`src/rtl/mc_sequencer.sv`:
```
// mc_sequencer: multicycle control FSM for the MIPS datapath.
// It runs fetch, decode, execute, memory and writeback over several clocks so that a
// single memory can hold both instructions and data.
// Ports:
//   clk, rst_n            clock; asynchronous active-low reset
//   run                   start/continue execution (sampled in IDLE and at completion)
//   opcode[5:0]           instruction bits [31:26] from the instruction register
//   mem_ready             memory finished the current access this cycle
//   iord .. branch        datapath selects and enables (Moore, decoded from state)
//   illegal_op            unknown opcode seen in DECODE
//   halted                FSM is in IDLE
//   state[3:0]            current state encoding, for debug
//   instr_count[CNT_W-1:0] retired legal instructions, wraps modulo 2^CNT_W
module mc_sequencer #(
    parameter int unsigned CNT_W = 32
) (
    input  logic             clk,
    input  logic             rst_n,
    input  logic             run,
    input  logic [5:0]       opcode,
    input  logic             mem_ready,
    output logic             iord,
    output logic             mem_read,
    output logic             mem_write,
    output logic             ir_write,
    output logic             reg_dst,
    output logic             mem_to_reg,
    output logic             reg_write,
    output logic             alu_src_a,
    output logic [1:0]       alu_src_b,
    output logic [1:0]       alu_op,
    output logic [1:0]       pc_src,
    output logic             pc_write,
    output logic             branch,
    output logic             illegal_op,
    output logic             halted,
    output logic [3:0]       state,
    output logic [CNT_W-1:0] instr_count
);

    localparam logic [3:0] S_IDLE   = 4'd0;
    localparam logic [3:0] S_FETCH  = 4'd1;
    localparam logic [3:0] S_DECODE = 4'd2;
    localparam logic [3:0] S_MEMADR = 4'd3;
    localparam logic [3:0] S_MEMRD  = 4'd4;
    localparam logic [3:0] S_MEMWB  = 4'd5;
    localparam logic [3:0] S_MEMWR  = 4'd6;
    localparam logic [3:0] S_EXEC   = 4'd7;
    localparam logic [3:0] S_ALUWB  = 4'd8;
    localparam logic [3:0] S_BRANCH = 4'd9;
    localparam logic [3:0] S_ADDIEX = 4'd10;
    localparam logic [3:0] S_ADDIWB = 4'd11;
    localparam logic [3:0] S_JUMP   = 4'd12;

    localparam logic [5:0] OP_RTYPE = 6'h00;
    localparam logic [5:0] OP_J     = 6'h02;
    localparam logic [5:0] OP_BEQ   = 6'h04;
    localparam logic [5:0] OP_ADDI  = 6'h08;
    localparam logic [5:0] OP_LW    = 6'h23;
    localparam logic [5:0] OP_SW    = 6'h2B;

    logic [3:0]       state_q, state_d;
    logic [CNT_W-1:0] count_q, count_d;
    logic             complete_c;
    logic             legal_c;

    // Opcodes this sequencer knows how to run.
    always_comb begin
        legal_c = 1'b0;
        case (opcode)
            OP_RTYPE, OP_J, OP_BEQ, OP_ADDI, OP_LW, OP_SW: legal_c = 1'b1;
            default:                                       legal_c = 1'b0;
        endcase
    end

    // Next-state and retired-instruction counter logic.
    always_comb begin
        state_d    = state_q;
        count_d    = count_q;
        complete_c = 1'b0;
        case (state_q)
            S_IDLE:   if (run) state_d = S_FETCH;
            S_FETCH:  if (mem_ready) state_d = S_DECODE;
            S_DECODE: begin
                case (opcode)
                    OP_LW, OP_SW: state_d = S_MEMADR;
                    OP_RTYPE:     state_d = S_EXEC;
                    OP_BEQ:       state_d = S_BRANCH;
                    OP_ADDI:      state_d = S_ADDIEX;
                    OP_J:         state_d = S_JUMP;
                    // Illegal: skip the instruction without retiring it.
                    default:      state_d = run ? S_FETCH : S_IDLE;
                endcase
            end
            S_MEMADR: state_d = (opcode == OP_SW) ? S_MEMWR : S_MEMRD;
            S_MEMRD:  if (mem_ready) state_d = S_MEMWB;
            S_MEMWB:  complete_c = 1'b1;
            S_MEMWR:  complete_c = mem_ready;
            S_EXEC:   state_d = S_ALUWB;
            S_ALUWB:  complete_c = 1'b1;
            S_BRANCH: complete_c = 1'b1;
            S_ADDIEX: state_d = S_ADDIWB;
            S_ADDIWB: complete_c = 1'b1;
            S_JUMP:   complete_c = 1'b1;
            default:  state_d = S_IDLE;
        endcase
        if (complete_c) begin
            count_d = count_q + CNT_W'(1);
            state_d = run ? S_FETCH : S_IDLE;
        end
    end

    // State and counter registers.
    always_ff @(posedge clk or negedge rst_n) begin
        if (!rst_n) begin
            state_q <= S_IDLE;
            count_q <= '0;
        end else begin
            state_q <= state_d;
            count_q <= count_d;
        end
    end

    // Moore control decode; ir_write/pc_write in FETCH fire only on the ready cycle
    // so the IR and PC update exactly once per fetch.
    always_comb begin
        iord       = 1'b0;
        mem_read   = 1'b0;
        mem_write  = 1'b0;
        ir_write   = 1'b0;
        reg_dst    = 1'b0;
        mem_to_reg = 1'b0;
        reg_write  = 1'b0;
        alu_src_a  = 1'b0;
        alu_src_b  = 2'b00;
        alu_op     = 2'b00;
        pc_src     = 2'b00;
        pc_write   = 1'b0;
        branch     = 1'b0;
        illegal_op = 1'b0;
        case (state_q)
            S_FETCH: begin
                mem_read  = 1'b1;
                alu_src_b = 2'b01;
                ir_write  = mem_ready;
                pc_write  = mem_ready;
            end
            S_DECODE: begin
                alu_src_b  = 2'b11;
                illegal_op = ~legal_c;
            end
            S_MEMADR, S_ADDIEX: begin
                alu_src_a = 1'b1;
                alu_src_b = 2'b10;
            end
            S_MEMRD: begin
                iord     = 1'b1;
                mem_read = 1'b1;
            end
            S_MEMWB: begin
                mem_to_reg = 1'b1;
                reg_write  = 1'b1;
            end
            S_MEMWR: begin
                iord      = 1'b1;
                mem_write = 1'b1;
            end
            S_EXEC: begin
                alu_src_a = 1'b1;
                alu_op    = 2'b10;
            end
            S_ALUWB: begin
                reg_dst   = 1'b1;
                reg_write = 1'b1;
            end
            S_BRANCH: begin
                alu_src_a = 1'b1;
                alu_op    = 2'b01;
                pc_src    = 2'b01;
                branch    = 1'b1;
            end
            S_ADDIWB: reg_write = 1'b1;
            S_JUMP: begin
                pc_src   = 2'b10;
                pc_write = 1'b1;
            end
            default: ;
        endcase
    end

    assign halted      = (state_q == S_IDLE);
    assign state       = state_q;
    assign instr_count = count_q;

endmodule

```
`config.mk`:
```
export PLATFORM = sky130hd
export DESIGN_NAME = mc_sequencer
export DESIGN_NICKNAME = d
export VERILOG_FILES = /design/src/rtl/mc_sequencer.sv
export SDC_FILE = /design/constraint.sdc
export NUM_CORES = 1
export LEC_CHECK = 0
export BUFFER_PORTS_ARGS = -buffer_cell sky130_fd_sc_hd__buf_4
export CAP_MARGIN = 20
export CORE_AREA = 4 4 74 76
export CTS_CLUSTER_SIZE = 8
export DETAILED_ROUTE_END_ITERATION = 6
export DIE_AREA = 0 0 78 80
export GPL_ROUTABILITY_DRIVEN = 0
export PLACE_DENSITY = 0.71
export SKIP_CTS_REPAIR_TIMING = 1
export SLEW_MARGIN = 10
export SYNTH_ARGS = -nofsm -noshare
export SYNTH_HDL_FRONTEND = slang
export SYNTH_SLANG_ARGS = --single-unit
```
`constraint.sdc`:
```
create_clock -name clk -period 5.6 [get_ports clk]
set_clock_uncertainty 0.1 [all_clocks]
set_input_delay 0.28 -clock clk [delete_from_list [all_inputs] [get_ports clk]]
set_output_delay 0.28 -clock clk [all_outputs]
set_load 0.02 [all_outputs]
```
==> results.py, run 1 <==
metrics = {
    "min_path": {
        "hold_end": "state[1]$_DFFE_PN0P_",
        "hold-path-cell-count": 3,
        "holdCritPathClass": "in -> reg",
        "min_from": "mem_ready",
    },
    "synthesis": {
        "syn_area_um2": 2228,
        "syn_area_per_cell_um2": 9.285,
        "async_flop_share_pct": 100.0,
        "yosys_warnings": 0,
        "synth_edf_count": 0,
        "ys.flop_type": "dfrtp_1",
        "synthCells": 240,
        "synth-seq-cells": 36,
        "syn_nets": 251,
        "yosysUniqueCellTypes": 51,
        "ys_seq_area_share_pct": 40.43,
    },
    "worst_setup_path": {
        "start_kind": "flip-flop",
        "worstReg2RegStart": "state[0]$_DFFE_PN0P_",
        "endpoint_kind": "flip-flop",
        "timing.rr.end": "instr_count[17]$_DFFE_PN0N_",
        "crit_required_ns": 5.67,
        "cp_max_fo": 24,
        "path_class": "reg -> reg",
        "r2r_cells": 5,
        "r2r_slack_ns": 3.16,
        "arrival_ns": 2.50,
    },
    "finish": {
        "area_growth_syn_to_layout_pct": 26.17,
        "diodes": 0,
        "nets": 311,
        "final_layout_size_suffix_gt1_share_pct": 28.00,
    },
    "pwr": {
        "p_total_mw": 0.9290,
        "p_int_mw": 0.5457,
        "leakage_nw": 1.225,
        "power_frac_seq_pct": 38.8,
        "pwr_density_cell_nw_per_um2": 330.4,
        "pwr-share-clk_pct": 18.9,
        "power.switching_mw": 0.3833,
        "swShare_pct": 41.26,
        "ir_drop_mv": 0.3226,
        "combPwrFrac_pct": 42.3,
    },
    "route": {
        "wl_met1_mm": 2.537,
        "dr_wl_met3_um": 206,
        "drtPass1Iterations": 4,
        "via_per_inst": 5.346,
        "detail-route-antenna-nets": 0,
        "wl_mm": 5.221,
        "dr.first_iter.drc_count": 129,
        "vias": 1962,
        "dr.max_layer_used": "met4",
        "wl_met2_mm": 2.404,
        "drc": 0,
        "drt-wirelength-per-cell_um": 14.23,
    },
    "cts": {
        "cts_sinks": 36,
        "clockBufferDepth": 2,
        "cts_tree": "done",
        "clockRootBuffer": "clkbuf_8",
        "h-tree-depth": 2,
        "clkSlewWorstSetupHoldPaths_ns": 0.07,
        "clkLatencyLatePin_ns": 0.29,
        "cts_made_buffers": 5,
    },
    "die": {
        "die_w_um": 78,
        "die_area_um2": 6240,
        "design.core.area_um2": 4723,
        "rows": 25,
        "die_y_um": 80,
        "start_util_pct": 47.18,
        "io_pins": 64,
    },
    "placed_design": {
        "portBuffers": 63,
        "dp_hpwl_mm": 3.850,
    },
    "timing": {
        "fmaxAchievable_mhz": 410.4,
        "drv_slew": 0,
        "hold_violations": 0,
        "tns_ns": 0,
        "min_period_ns": 2.437,
        "slew_headroom_pct": 49.12,
        "finalSetupViolCount": 0,
        "worst_pin_slew_ns": 0.7632,
        "period_share_pct": 43.51,
        "rsz0062_at_grt": "false",
    },
    "global_route": {
        "grt_pass1_vias": 1840,
        "track_usage_pct": 17.61,
        "grt_pass1_wl_mm": 8.742,
        "antenna_found_initial": 0,
        "grt_remaining_overflow": 0,
        "grt_max_degree": 37,
    },
    "run_status": {
        "status": "finished clean",
    },
    "job": {
        "drv_cap": 0,
    },
}
[worst max path at each step]
stage	start	end	slack [ns]	cells past startpoint
2_1_floorplan	state[0]$_DFFE_PN0P_	alu_op[0]	3.39	5
3_3_place_gp	state[0]$_DFFE_PN0P_	instr_count[27]$_DFFE_PN0N_	3.22	5
3_5_place_dp	state[0]$_DFFE_PN0P_	instr_count[17]$_DFFE_PN0N_	3.21	5
4_1_cts	state[0]$_DFFE_PN0P_	instr_count[27]$_DFFE_PN0N_	3.19	5
5_1_grt	state[0]$_DFFE_PN0P_	instr_count[17]$_DFFE_PN0N_	3.04	5
6_report	state[0]$_DFFE_PN0P_	instr_count[17]$_DFFE_PN0N_	3.16	5
[metal layers]
layer | vias to the layer above | GRT usage [%]
met5 | - | 0
met4 | 0 | 5.769
met3 | 6 | 3.273
met2 | 41 | 28.08
met1 | 942 | 24.11
li1 | 973 | -
[cells by family (layout without fill, tap and decap cells)]
| logic type | count (synthesis) | count (layout) | synth area share [%] |
|---|---|---|---|
| adder cells (fa/ha/maj) | 1 | 1 | 0.5614 |
| XOR/XNOR | 33 | 33 | 12.97 |
| multiplexers | 3 | 3 | 1.460 |
| AO/OA/AOI/OAI | 37 | 37 | 12.86 |
| buffers and inverters | 18 | 78 | 3.930 |
| flip-flops | 36 | 36 | 40.43 |
| AND/OR/NAND/NOR | 112 | 112 | 27.79 |
[final cells by class]
class	instances	area, um^2
sequential	36	900.9
fill	434	1912
clock inverter	1	5.005
inverter	7	26.28
clock buffer	6	72.57
timing repair buffer	64	483.0
tap	67	83.83
multi-input combinational	186	1240
[stage by stage]
stage	hold slack (ns)	setup WS (ns)	area [um^2]	utilization [%]	std cells
floorplan	-0.1156	3.388	2228	-	240
global placement	0.1642	3.216	2724	57.67	359
detailed placement	0.1676	3.207	2724	57.67	359
CTS	-0.1427	3.185	2801	59.31	366
global route	0.2924	3.044	2811	59.52	367
finish	0.2872	3.163	2811	59.52	367
[worst max-delay path, stage by stage (launching register included)]
cell and delay [ns]:
dfrtp_1 0.84, and4bb_2 0.34, a22o_1 0.24, o21ai_0 0.48, nor3_1 0.15, xor2_1 0.17
[synthesized netlist by cell type, drive strengths merged, types with 2 or more instances]
library cell   n  area, um^2
nor2b          3       18.77
inv            7       26.28
or3            2       12.51
nor3          13       75.07
nand2         21       78.83
nor4           4       37.53
o211ai         2       15.01
dfrtp         36       900.9
a21oi          2       10.01
buf           10       57.55
xor2          13       113.9
or2            2       12.52
o22ai          3       18.77
and3           4       25.02
and4bb         2       25.02
a2111oi        2       42.54
nand4          8       56.30
nand3         16       80.08
a211oi         4       30.03
nor2          26       105.1
a21o           3       22.52
a31oi          3       18.77
o21ai          8       40.04
nand2b         4       25.02
mux2           2       22.52
xnor2         20       175.2
a21boi         2       15.01
or4            3       22.52
o31a           2       17.52
[layout by cell type, fill, tap and decap left out, types with 2 or more instances in the layout]
cell type   n
and3_1      4
nor4_2      2
and4bb_2    2
xnor2_1    20
a31oi_1     3
a21boi_0    2
nor4_1      2
nor2_1     25
nand4_1     7
nand2_1    21
o31a_1      2
o22ai_1     3
nand3_1    16
a211oi_1    4
clkbuf_8    5
nor3_2      2
o21ai_0     8
a21o_1      3
o211ai_1    2
mux2_2      2
nor3_1     11
buf_4      63
or4_1       3
or3_1       2
nor2b_1     3
inv_1       7
xor2_1     13
a21oi_1     2
dfrtp_1    36
nand2b_1    4
[flip-flops by register name, indices dropped and copies added (netlist names)]
register / count
instr_count: 32
state: 4
[power by group through the flow]
stage	sequential [mW]	clock (mW)	combinational [mW]
floorplan	0.346	0	0.274
global placement	0.362	0	0.395
detailed placement	0.363	0	0.396
CTS	0.359	0.175	0.397
global route	0.368	0.191	0.431
finish	0.360	0.175	0.393
No activity file was read; power rests on OpenSTA's default activity.
==> run 2: changes to the inputs <==
==> constraint.sdc (replaced) <==
create_clock -name clk -period 2.5 [get_ports clk]
set_clock_uncertainty 0.1 [all_clocks]
set_input_delay 0.125 -clock clk [delete_from_list [all_inputs] [get_ports clk]]
set_output_delay 0.125 -clock clk [all_outputs]
set_load 0.02 [all_outputs]
==> run 2 against run 1 <==
First-iteration DRC count down 42%. Largest power group unchanged. Total power up 130%. Die area unchanged. Register-to-register slack worse by 2.8 ns. Sequential share of layout area down 0.51 points. Cell count up 1.4%. Clock power up 140%. Count of clock-buffer cells in the layout unchanged. Sequential cell count unchanged. Critical path depth unchanged. Maximum frequency up 15%. Routed wire length down 1.1%.
==> results.py, run 2 (same netlist as run 1, synthesis figures left out) <==
metrics = {
    "pwr": {
        "pwr-share-clk_pct": 19.8,
        "power_frac_seq_pct": 34.1,
        "pwr_density_cell_nw_per_um2": 751.5,
        "ir_drop_mv": 0.7667,
        "swShare_pct": 40.35,
        "combPwrFrac_pct": 46.1,
        "leakage_nw": 1.256,
        "power.switching_mw": 0.8662,
        "p_int_mw": 1.280,
    },
    "die": {
        "rows": 25,
        "start_util_pct": 47.18,
        "die_area_um2": 6240,
        "die_w_um": 78,
        "design.core.area_um2": 4723,
        "die_y_um": 80,
        "io_pins": 64,
    },
    "worst_setup_path": {
        "critPathSlowestCell": "dfrtp_1",
        "path_cells": "and4bb_2 -> a22o_1 -> o21ai_0 -> nor3_1 -> xor2_1",
        "crit_required_ns": 2.57,
        "timing.rr.end": "instr_count[27]$_DFFE_PN0N_",
        "worstReg2RegStart": "state[3]$_DFFE_PN0P_",
        "cp_top_family": "compound AO/OA/AOI/OAI gates",
        "arrival_ns": 2.18,
        "r2r_cells": 5,
        "r2r_slack_ns": 0.39,
        "critPathBufInv": 0,
        "start_kind": "flip-flop",
        "path_class": "reg -> reg",
        "endpoint_kind": "flip-flop",
        "cp_max_fo": 12,
        "cpPeakStageDelay_ns": 0.54,
    },
    "cts": {
        "h-tree-depth": 2,
        "cts_sinks": 36,
        "clkLatencyLatePin_ns": 0.29,
        "clockRootBuffer": "clkbuf_8",
        "cts_made_buffers": 5,
        "cts_tree": "done",
        "clockBufferDepth": 2,
        "clkSlewWorstSetupHoldPaths_ns": 0.07,
    },
    "timing": {
        "worst_pin_slew_ns": 0.5568,
        "min_period_ns": 2.115,
        "period_share_pct": 84.58,
        "slew_headroom_pct": 62.49,
        "finalSetupViolCount": 0,
        "rsz0062_at_grt": "false",
        "fmaxAchievable_mhz": 472.9,
        "tns_ns": 0,
        "hold_violations": 0,
        "drv_slew": 0,
    },
    "route": {
        "drc": 0,
        "wl_mm": 5.164,
        "drt-wirelength-per-cell_um": 13.88,
        "detail-route-antenna-nets": 0,
        "dr.first_iter.drc_count": 75,
        "drtPass1Iterations": 4,
        "vias": 1965,
        "via_per_inst": 5.282,
    },
    "global_route": {
        "grt_pass1_vias": 1721,
        "grt_remaining_overflow": 0,
        "grt_pass1_wl_mm": 8.273,
        "antenna_found_initial": 0,
        "grt_max_degree": 37,
        "track_usage_pct": 16.76,
    },
    "job": {
        "drv_cap": 0,
    },
    "placed_design": {
        "dp_hpwl_mm": 3.875,
        "portBuffers": 63,
    },
    "finish": {
        "layout.cells.most_common": "buf_4",
        "final_layout_size_suffix_gt1_share_pct": 29.51,
        "multi_input_area_um2": 1240,
        "largest_reg_flops": 32,
        "final_util_pct": 60.48,
        "diodes": 0,
        "nets": 315,
        "area_growth_syn_to_layout_pct": 28.19,
        "register_area_um2": 900.9,
        "layout_common_cells": "buf_4 (67), dfrtp_1 (36), nor2_1 (25), nand2_1 (21), xnor2_1 (20)",
        "fillers": 440,
    },
    "min_path": {
        "holdCritPathClass": "in -> reg",
        "hold-path-cell-count": 3,
        "min_from": "mem_ready",
        "hold_end": "state[1]$_DFFE_PN0P_",
    },
    "run_status": {
        "status": "finished clean",
    },
}
run 2: cell count changes in the layout (fill, tap and decap cells not counted):
| cell | change |
|---|---|
| clkbuf_1 | -1 |
| buf_4 | +4 |
| clkinv_2 | +1 |
| clkbuf_8 | +1 |
run 2: through the flow:
step                      total power, mW  hold slack, ns  cell area (um^2)  std cells  setup slack (ns)
after global placement              1.730         0.01106              2754        363            0.4274
after CTS                           2.157         -0.3083              2846        371            0.3699
after floorplan                     1.387         -0.2706              2228        240            0.4174
final                               2.147          0.1170              2856        372            0.3855
after global routing                2.277          0.1282              2856        372            0.2512
after detailed placement            1.732        0.008584              2754        363            0.3826
run 2: worst register-to-register path: cells and delay by family (launching register included):
kind | cells | cell delay [ns]
compound gates | 2 | 0.73
xor+xnor | 1 | 0.17
flops | 1 | 0.54
simple gates | 2 | 0.45
run 2: final cells by class:
cell class                 count  area share, %
clock buffer                   6          2.891
inverter                       7         0.9198
clock inverter                 2         0.3504
multi-input combinational    186          43.41
sequential                    36          31.54
tap                           67          2.935
timing repair buffer          68          17.96
run 2: how the worst max path moves through the flow:
| stage | cells after the start | slack (ns) | to | startpoint |
|---|---|---|---|---|
| finish | 5 | 0.39 | instr_count[27]$_DFFE_PN0N_ | state[3]$_DFFE_PN0P_ |
| global route | 5 | 0.25 | instr_count[21]$_DFFE_PN0N_ | state[3]$_DFFE_PN0P_ |
| CTS | 5 | 0.37 | instr_count[27]$_DFFE_PN0N_ | state[3]$_DFFE_PN0P_ |
| detailed placement | 5 | 0.38 | instr_count[27]$_DFFE_PN0N_ | state[3]$_DFFE_PN0P_ |
| global placement | 5 | 0.43 | instr_count[27]$_DFFE_PN0N_ | state[3]$_DFFE_PN0P_ |
| floorplan | 6 | 0.42 | instr_count[21]$_DFFE_PN0N_ | state[2]$_DFFE_PN0P_ |
run 2: metal layers:
metal / global-route usage (%) / wire length (um) / vias up
met5: 0 / 0 / -
met4: 4.895 / 64 / 0
met3: 5.418 / 345 / 7
met2: 26.03 / 2402 / 65
met1: 22.34 / 2351 / 913
li1: - / - / 980
run 2: power groups by stage:
stage	clock (mW)	combinational [mW]	sequential (mW)
2_1_floorplan	0	0.613	0.774
3_3_place_gp	0	0.991	0.739
3_5_place_dp	0	0.990	0.742
6_report	0.425	0.989	0.732
4_1_cts	0.435	0.991	0.731
5_1_grt	0.460	1.07	0.743
